[src/rtl/regfile_bypass_sb.sv]
// regfile_bypass_sb: parametrised architectural register file with
// write-to-read bypass and a per-register busy scoreboard.
// Decode reads operands and allocates destinations.
// Writeback writes results and clears busy bits.
// An asynchronous reset clears all data and busy state.
module regfile_bypass_sb #(
  parameter int XLEN     = 32,
  parameter int DEPTH    = 32,
  parameter int NUM_RD   = 2,
  parameter int ZERO_REG = 1,
  localparam int AW      = (DEPTH > 1) ? $clog2(DEPTH) : 1,
  localparam int CW      = $clog2(DEPTH + 1)
) (
  input  logic                     clk,
  input  logic                     rst,
  input  logic                     we,
  input  logic [AW-1:0]            wa,
  input  logic [XLEN-1:0]          wd,
  input  logic [NUM_RD*AW-1:0]     ra,
  output logic [NUM_RD*XLEN-1:0]   rd,
  output logic [NUM_RD-1:0]        rd_busy,
  input  logic                     alloc_en,
  input  logic [AW-1:0]            alloc_addr,
  output logic [CW-1:0]            busy_cnt
);

  logic [XLEN-1:0]  mem_q [DEPTH];
  logic [DEPTH-1:0] busy_q;
  logic [DEPTH-1:0] busy_d;
  logic [CW-1:0]    busy_cnt_q;
  logic [CW-1:0]    busy_cnt_d;
  logic             do_wr;
  logic             do_alloc;

  // Register 0 is hardwired to zero only when ZERO_REG is set.
  function automatic logic is_zero(input logic [AW-1:0] a);
    return (ZERO_REG != 0) && (a == '0);
  endfunction

  // Qualified write and allocate. Reset masks both, so the bypass path
  // cannot leak wd onto rd while reset is asserted.
  assign do_wr    = we & ~rst & ~is_zero(wa);
  assign do_alloc = alloc_en & ~rst & ~is_zero(alloc_addr);

  // Next busy vector: writeback clears first, then allocate sets.
  // If both target one register, the new producer wins.
  always_comb begin
    busy_d = busy_q;
    if (do_wr)    busy_d[wa]         = 1'b0;
    if (do_alloc) busy_d[alloc_addr] = 1'b1;
  end

  // busy_cnt is the popcount of the post-edge busy vector.
  // It is recomputed from the vector each cycle rather than incremented.
  always_comb begin
    busy_cnt_d = '0;
    for (int i = 0; i < DEPTH; i++) begin
      busy_cnt_d = busy_cnt_d + CW'(busy_d[i]);
    end
  end

  // Scoreboard state and its count, updated on the same edge.
  always_ff @(posedge clk or posedge rst) begin
    if (rst) begin
      busy_q     <= '0;
      busy_cnt_q <= '0;
    end else begin
      busy_q     <= busy_d;
      busy_cnt_q <= busy_cnt_d;
    end
  end

  // Register storage. An in-flight write is dropped by reset.
  always_ff @(posedge clk or posedge rst) begin
    if (rst) begin
      for (int i = 0; i < DEPTH; i++) begin
        mem_q[i] <= '0;
      end
    end else if (do_wr) begin
      mem_q[wa] <= wd;
    end
  end

  // Combinational read ports with same-cycle write bypass and busy lookup.
  // The bypass clears busy unless a same-cycle allocate re-marks the register.
  always_comb begin
    logic [AW-1:0] a;
    a       = '0;
    rd      = '0;
    rd_busy = '0;
    for (int p = 0; p < NUM_RD; p++) begin
      a = ra[p*AW +: AW];
      if (is_zero(a)) begin
        rd[p*XLEN +: XLEN] = '0;
        rd_busy[p]         = 1'b0;
      end else if (do_wr && (wa == a)) begin
        rd[p*XLEN +: XLEN] = wd;
        rd_busy[p]         = (do_alloc && (alloc_addr == a)) ? busy_q[a] : 1'b0;
      end else begin
        rd[p*XLEN +: XLEN] = mem_q[a];
        rd_busy[p]         = busy_q[a];
      end
    end
  end

  assign busy_cnt = busy_cnt_q;

endmodule
[config.mk]
export PLATFORM = sky130hd
export DESIGN_NAME = regfile_bypass_sb
export DESIGN_NICKNAME = d
export VERILOG_FILES = /design/src/rtl/regfile_bypass_sb.sv
export SDC_FILE = /design/constraint.sdc
export NUM_CORES = 2
export LEC_CHECK = 0
export BUFFER_PORTS_ARGS = -buffer_cell sky130_fd_sc_hd__buf_2
export CORE_ASPECT_RATIO = 0.6
export CORE_UTILIZATION = 35
export CTS_CLUSTER_DIAMETER = 30
export CTS_CLUSTER_SIZE = 16
export DETAILED_ROUTE_END_ITERATION = 8
export GPL_TIMING_DRIVEN = 0
export PLACE_DENSITY = 0.62
export SLEW_MARGIN = 20
export SYNTH_ARGS = -nofsm -noshare
export SYNTH_HDL_FRONTEND = slang
export SYNTH_SLANG_ARGS = --single-unit
[constraint.sdc]
create_clock -name clk -period 32 [get_ports clk]
set_input_delay 3.2 -clock clk [delete_from_list [all_inputs] [get_ports clk]]
set_output_delay 3.2 -clock clk [all_outputs]
set_load 0.02 [all_outputs]
==> impl_summary.txt <==
----------------------------------------------------
[Route]
  DRC errors left ... 0
  Drt first-iter violations ... 8836
  Routed wirelength normalized by instance count ... 47.4 µm
  Total iterations of the first detailed-routing run ... 8
  Via count normalized by instance count ... 7.03
  Antenna Nets Post-Route ... 0
  Post-Route WL ... 328000 µm
  Via count ... 48.6k

[Placed design]
  Count of port buffers added during placement ... 114
  Count of placed standard cells including taps ... 6547
  Half-perimeter wire length after detailed placement ... 228000 µm
  Pre-CTS setup slack ... 21.50 ns
  Routability Congestion ... 1.10

[Finish]
  Post-layout net count ... 4596
  Final cell count without fillers ... 6920
  Fraction of final layout cells with drive strength greater than 1 ... 51.1%
  Area growth from synthesis to layout ... 19.5%
  Highest-count cells in the layout ignoring fill and taps ... sky130_fd_sc_hd__mux2_2 (1091), sky130_fd_sc_hd__dfrtp_1 (1062), sky130_fd_sc_hd__mux4_2 (442), sky130_fd_sc_hd__buf_2 (275), sky130_fd_sc_hd__clkbuf_16 (185)
  Commonest non-fill, non-tap cell in the layout ... sky130_fd_sc_hd__mux2_2

[Pwr]
  Internal Pwr Total ... 3.36 mW
  Net switching component of the power ... 1.56 mW
  Areal power density over the cells ... 70.3 nW/µm²
  Portion of total power attributed to combinational logic ... 23.0%
  Total power ... 4.92 mW
  Clk pwr share ... 42.9%
  Switching power as a share of total power ... 31.8%
  Leakage power ... 31.5 nW
  VDD IR max ... 0.000135 V
  Proportion of power drawn by flip-flops and latches ... 34.0%

[Floorplan]
  Cell row count ... 115
  Vertical die dimension ... 319 µm
  Die extent in x ... 530 µm
  Number of primary I/O pins ... 128
  Core area ... 165000 µm²
  Die area ... 169000 µm²
  Initial Utilization ... 35.5%

[Critical path]
  Register-to-register path setup slack ... 26.88 ns
  CP Max Fanout ... 10
  Worst stage delay on the critical path ... 1.05 ns
  Startpoint kind of the worst setup timing path ... input pin
  Destination of the worst register-to-register timing path ... busy_cnt[4]
  Kind of critical path ... in -> out
  Start of the worst register-to-register path ... busy_q[13]
  Depth of the most critical reg-to-reg path ... 16
  Crit path max-delay cell type ... sky130_fd_sc_hd__clkbuf_1
  Worst setup EP type ... output port
  Count of buffering cells on the critical path with inverters included ... 4
  Crit path from ... ra[3]
  Critical path depth in cells ... 8
  Critical Path End ... rd[22]
  Family with the most delay on the worst path ... buffers and inverters
  Arrival @ worst endpoint ... 7.93 ns
  Most common cell on crit path ... sky130_fd_sc_hd__buf_2
  Required time of the critical path ... 28.80 ns
  Cell breakdown of the critical path ... buf_2 -> clkbuf_2 -> or2_2 -> nand2b_1 -> clkbuf_1 -> o21ai_0 -> a21oi_1 -> buf_2

[CTS]
  Post-CTS setup repair buffer count ... 0
  Clock Sink Count ... 1062
  Deepest level of the CTS H-tree ... 4
  Cts bufs inserted ... 183
  TritonCTS clock tree ... done
  Clock transition at the registers of the reported paths ... 0.06 ns
  Total of cells resized after clock tree synthesis ... 0
  Hold Buf Count CTS ... 0
  Clock tree root driver cell ... sky130_fd_sc_hd__clkbuf_16
  Number of buffers on the longest clock path ... 4
  Clock latency on the worst-skew pair ... 0.84 ns

[GRT]
  Number of antenna violations at the first check in global routing ... 59
  Fraction of met2 tracks used by global routing ... 45.2%
  Met3 track demand over resource ... 28.1%
  Global routing usage on met1 ... 49.9%
  Pin count of the biggest net entering global routing ... 35
  Global-route usage over all layers ... 38.2%
  Overall overflow remaining after global route ... 0
  Number of global-route vias before repair ... 44.1k
  Layer with the highest usage after global routing ... met1
  Wire length of the first global-routing pass ... 425000 µm

[STA]
  RSZ-0062 raised after global routing ... no
  Setup clock skew after layout ... 0.0326 ns
  Minimum setup slack in the final design ... 20.87 ns
  Final total negative setup slack ... 0 ns
  Final Setup Violations ... 0
  Final Cycle Share ... 34.8%
  Final Hold Vio Count ... 0
  Max-slew violation total from the final report ... 0
  Worst slew pin tran ... 1.39 ns
  F_max ... 0.0898 GHz
  Worst slew margin ... 7.56%
  Time the worst path needs with I/O delays and setup ... 11.13 ns

[Min path]
  Kind of path behind the tightest hold check ... reg -> reg

[Yosys]
  Portion of the post-synthesis area used by sequential elements ... 45.4%
  Count of mapped cells out of synthesis ... 4146
  Synth Area per Inst ... 14.1 µm²
  Async set-reset flop share out of synthesis ... 100%
  Post-synth top flop ... sky130_fd_sc_hd__dfrtp_1
  Number of synthesized flops with an enable pin ... 0
  Number of flip-flops and latches in the synthesized netlist ... 1062
  Post-synth design cell area ... 58600 µm²
  Net count after synthesis ... 4233
  Total of warnings raised by yosys ... 0
  Count of unique library cells instantiated by Yosys ... 78

[Status]
  Outcome ... completed

[Flow run]
  Reported max-cap violation count ... 0

----------------------------------------------------
[area by class of cell]
class	instances	area, µm²
inverters	49	188
clock inverters	111	1490
plain buffers	452	2400
flip-flops and latches	1062	26600
well taps	2223	2780
multi-input cells	2583	29600
clock buffers	217	4920
repair buffers	178	1920
fillers	15100	95100
diodes	45	113
[sequential cells by signal (all words and copies together) (netlist names)]
register  count
busy_cnt      6
busy_q       32
mem_q      1024
[cells in the mapped netlist, types with 32 or more instances]
library cell / instances / share of area, %
sky130_fd_sc_hd__o21ai_0: 52 / 0.44
sky130_fd_sc_hd__o22ai_1: 110 / 1.2
sky130_fd_sc_hd__nand2_1: 157 / 1.0
sky130_fd_sc_hd__buf_4: 42 / 0.54
sky130_fd_sc_hd__inv_1: 46 / 0.29
sky130_fd_sc_hd__buf_6: 32 / 0.62
sky130_fd_sc_hd__clkbuf_1: 211 / 1.4
sky130_fd_sc_hd__buf_2: 149 / 1.3
sky130_fd_sc_hd__a21oi_1: 47 / 0.40
sky130_fd_sc_hd__nor3_1: 52 / 0.44
sky130_fd_sc_hd__dfrtp_1: 1062 / 45
sky130_fd_sc_hd__mux4_2: 442 / 17
sky130_fd_sc_hd__mux2i_1: 151 / 2.6
sky130_fd_sc_hd__mux2_2: 1091 / 21
sky130_fd_sc_hd__nor2_1: 80 / 0.51
sky130_fd_sc_hd__nand3_1: 35 / 0.30
[metal layers]
layer  share of wire (%)  vias up
met3                  20     1069
met5                0.48        -
met2                  36     5029
met4                 5.3       59
met1                  39    25800
li1                    -    16700
[worst min-delay path by stage]
stage	end	cells after the start	slack (ns)	startpoint
5_1_grt	mem_q[1012]	1	0.49	mem_q[1012]
3_3_place_gp	mem_q[1018]	1	0.45	mem_q[1018]
2_1_floorplan	mem_q[1018]	1	0.44	mem_q[1018]
3_5_place_dp	mem_q[1020]	1	0.46	mem_q[1020]
4_1_cts	mem_q[1020]	1	0.48	mem_q[1020]
6_report	mem_q[1007]	1	0.48	mem_q[1007]
[power groups by stage]
stage	clock network [mW]	registers, mW	logic, mW
2_1_floorplan	0	1.64	0.753
3_3_place_gp	0	1.68	1.05
3_5_place_dp	0	1.68	1.10
4_1_cts	2.09	1.66	1.11
5_1_grt	2.16	1.69	1.20
6_report	2.11	1.67	1.13
[kinds of logic (layout without fill, tap and decap cells)]
logic type / Yosys count / count (layout) / share of synthesized area (%)
AO/OA/AOI/OAI: 369 / 369 / 4.31
XOR/XNOR: 23 / 23 / 0.344
adder cells (fa/ha/maj): 31 / 31 / 0.970
buffers and inverters: 501 / 1007 / 4.25
flip-flops: 1062 / 1062 / 45.4
multiplexers: 1688 / 1688 / 40.6
other: 0 / 45 / 0
AND/OR/NAND/NOR: 472 / 472 / 4.09
[through the flow]
stage / instance area [µm²] / hold WS (ns) / utilization (%)
5_1_grt: 69900 / 0.491 / 42.3
3_5_place_dp: 63400 / 0.463 / 38.4
2_1_floorplan: 58600 / 0.438 / -
6_report: 70000 / 0.482 / 42.4
4_1_cts: 69800 / 0.478 / 42.3
3_3_place_gp: 61900 / 0.452 / 37.5
(Power assumes the default switching activity.)
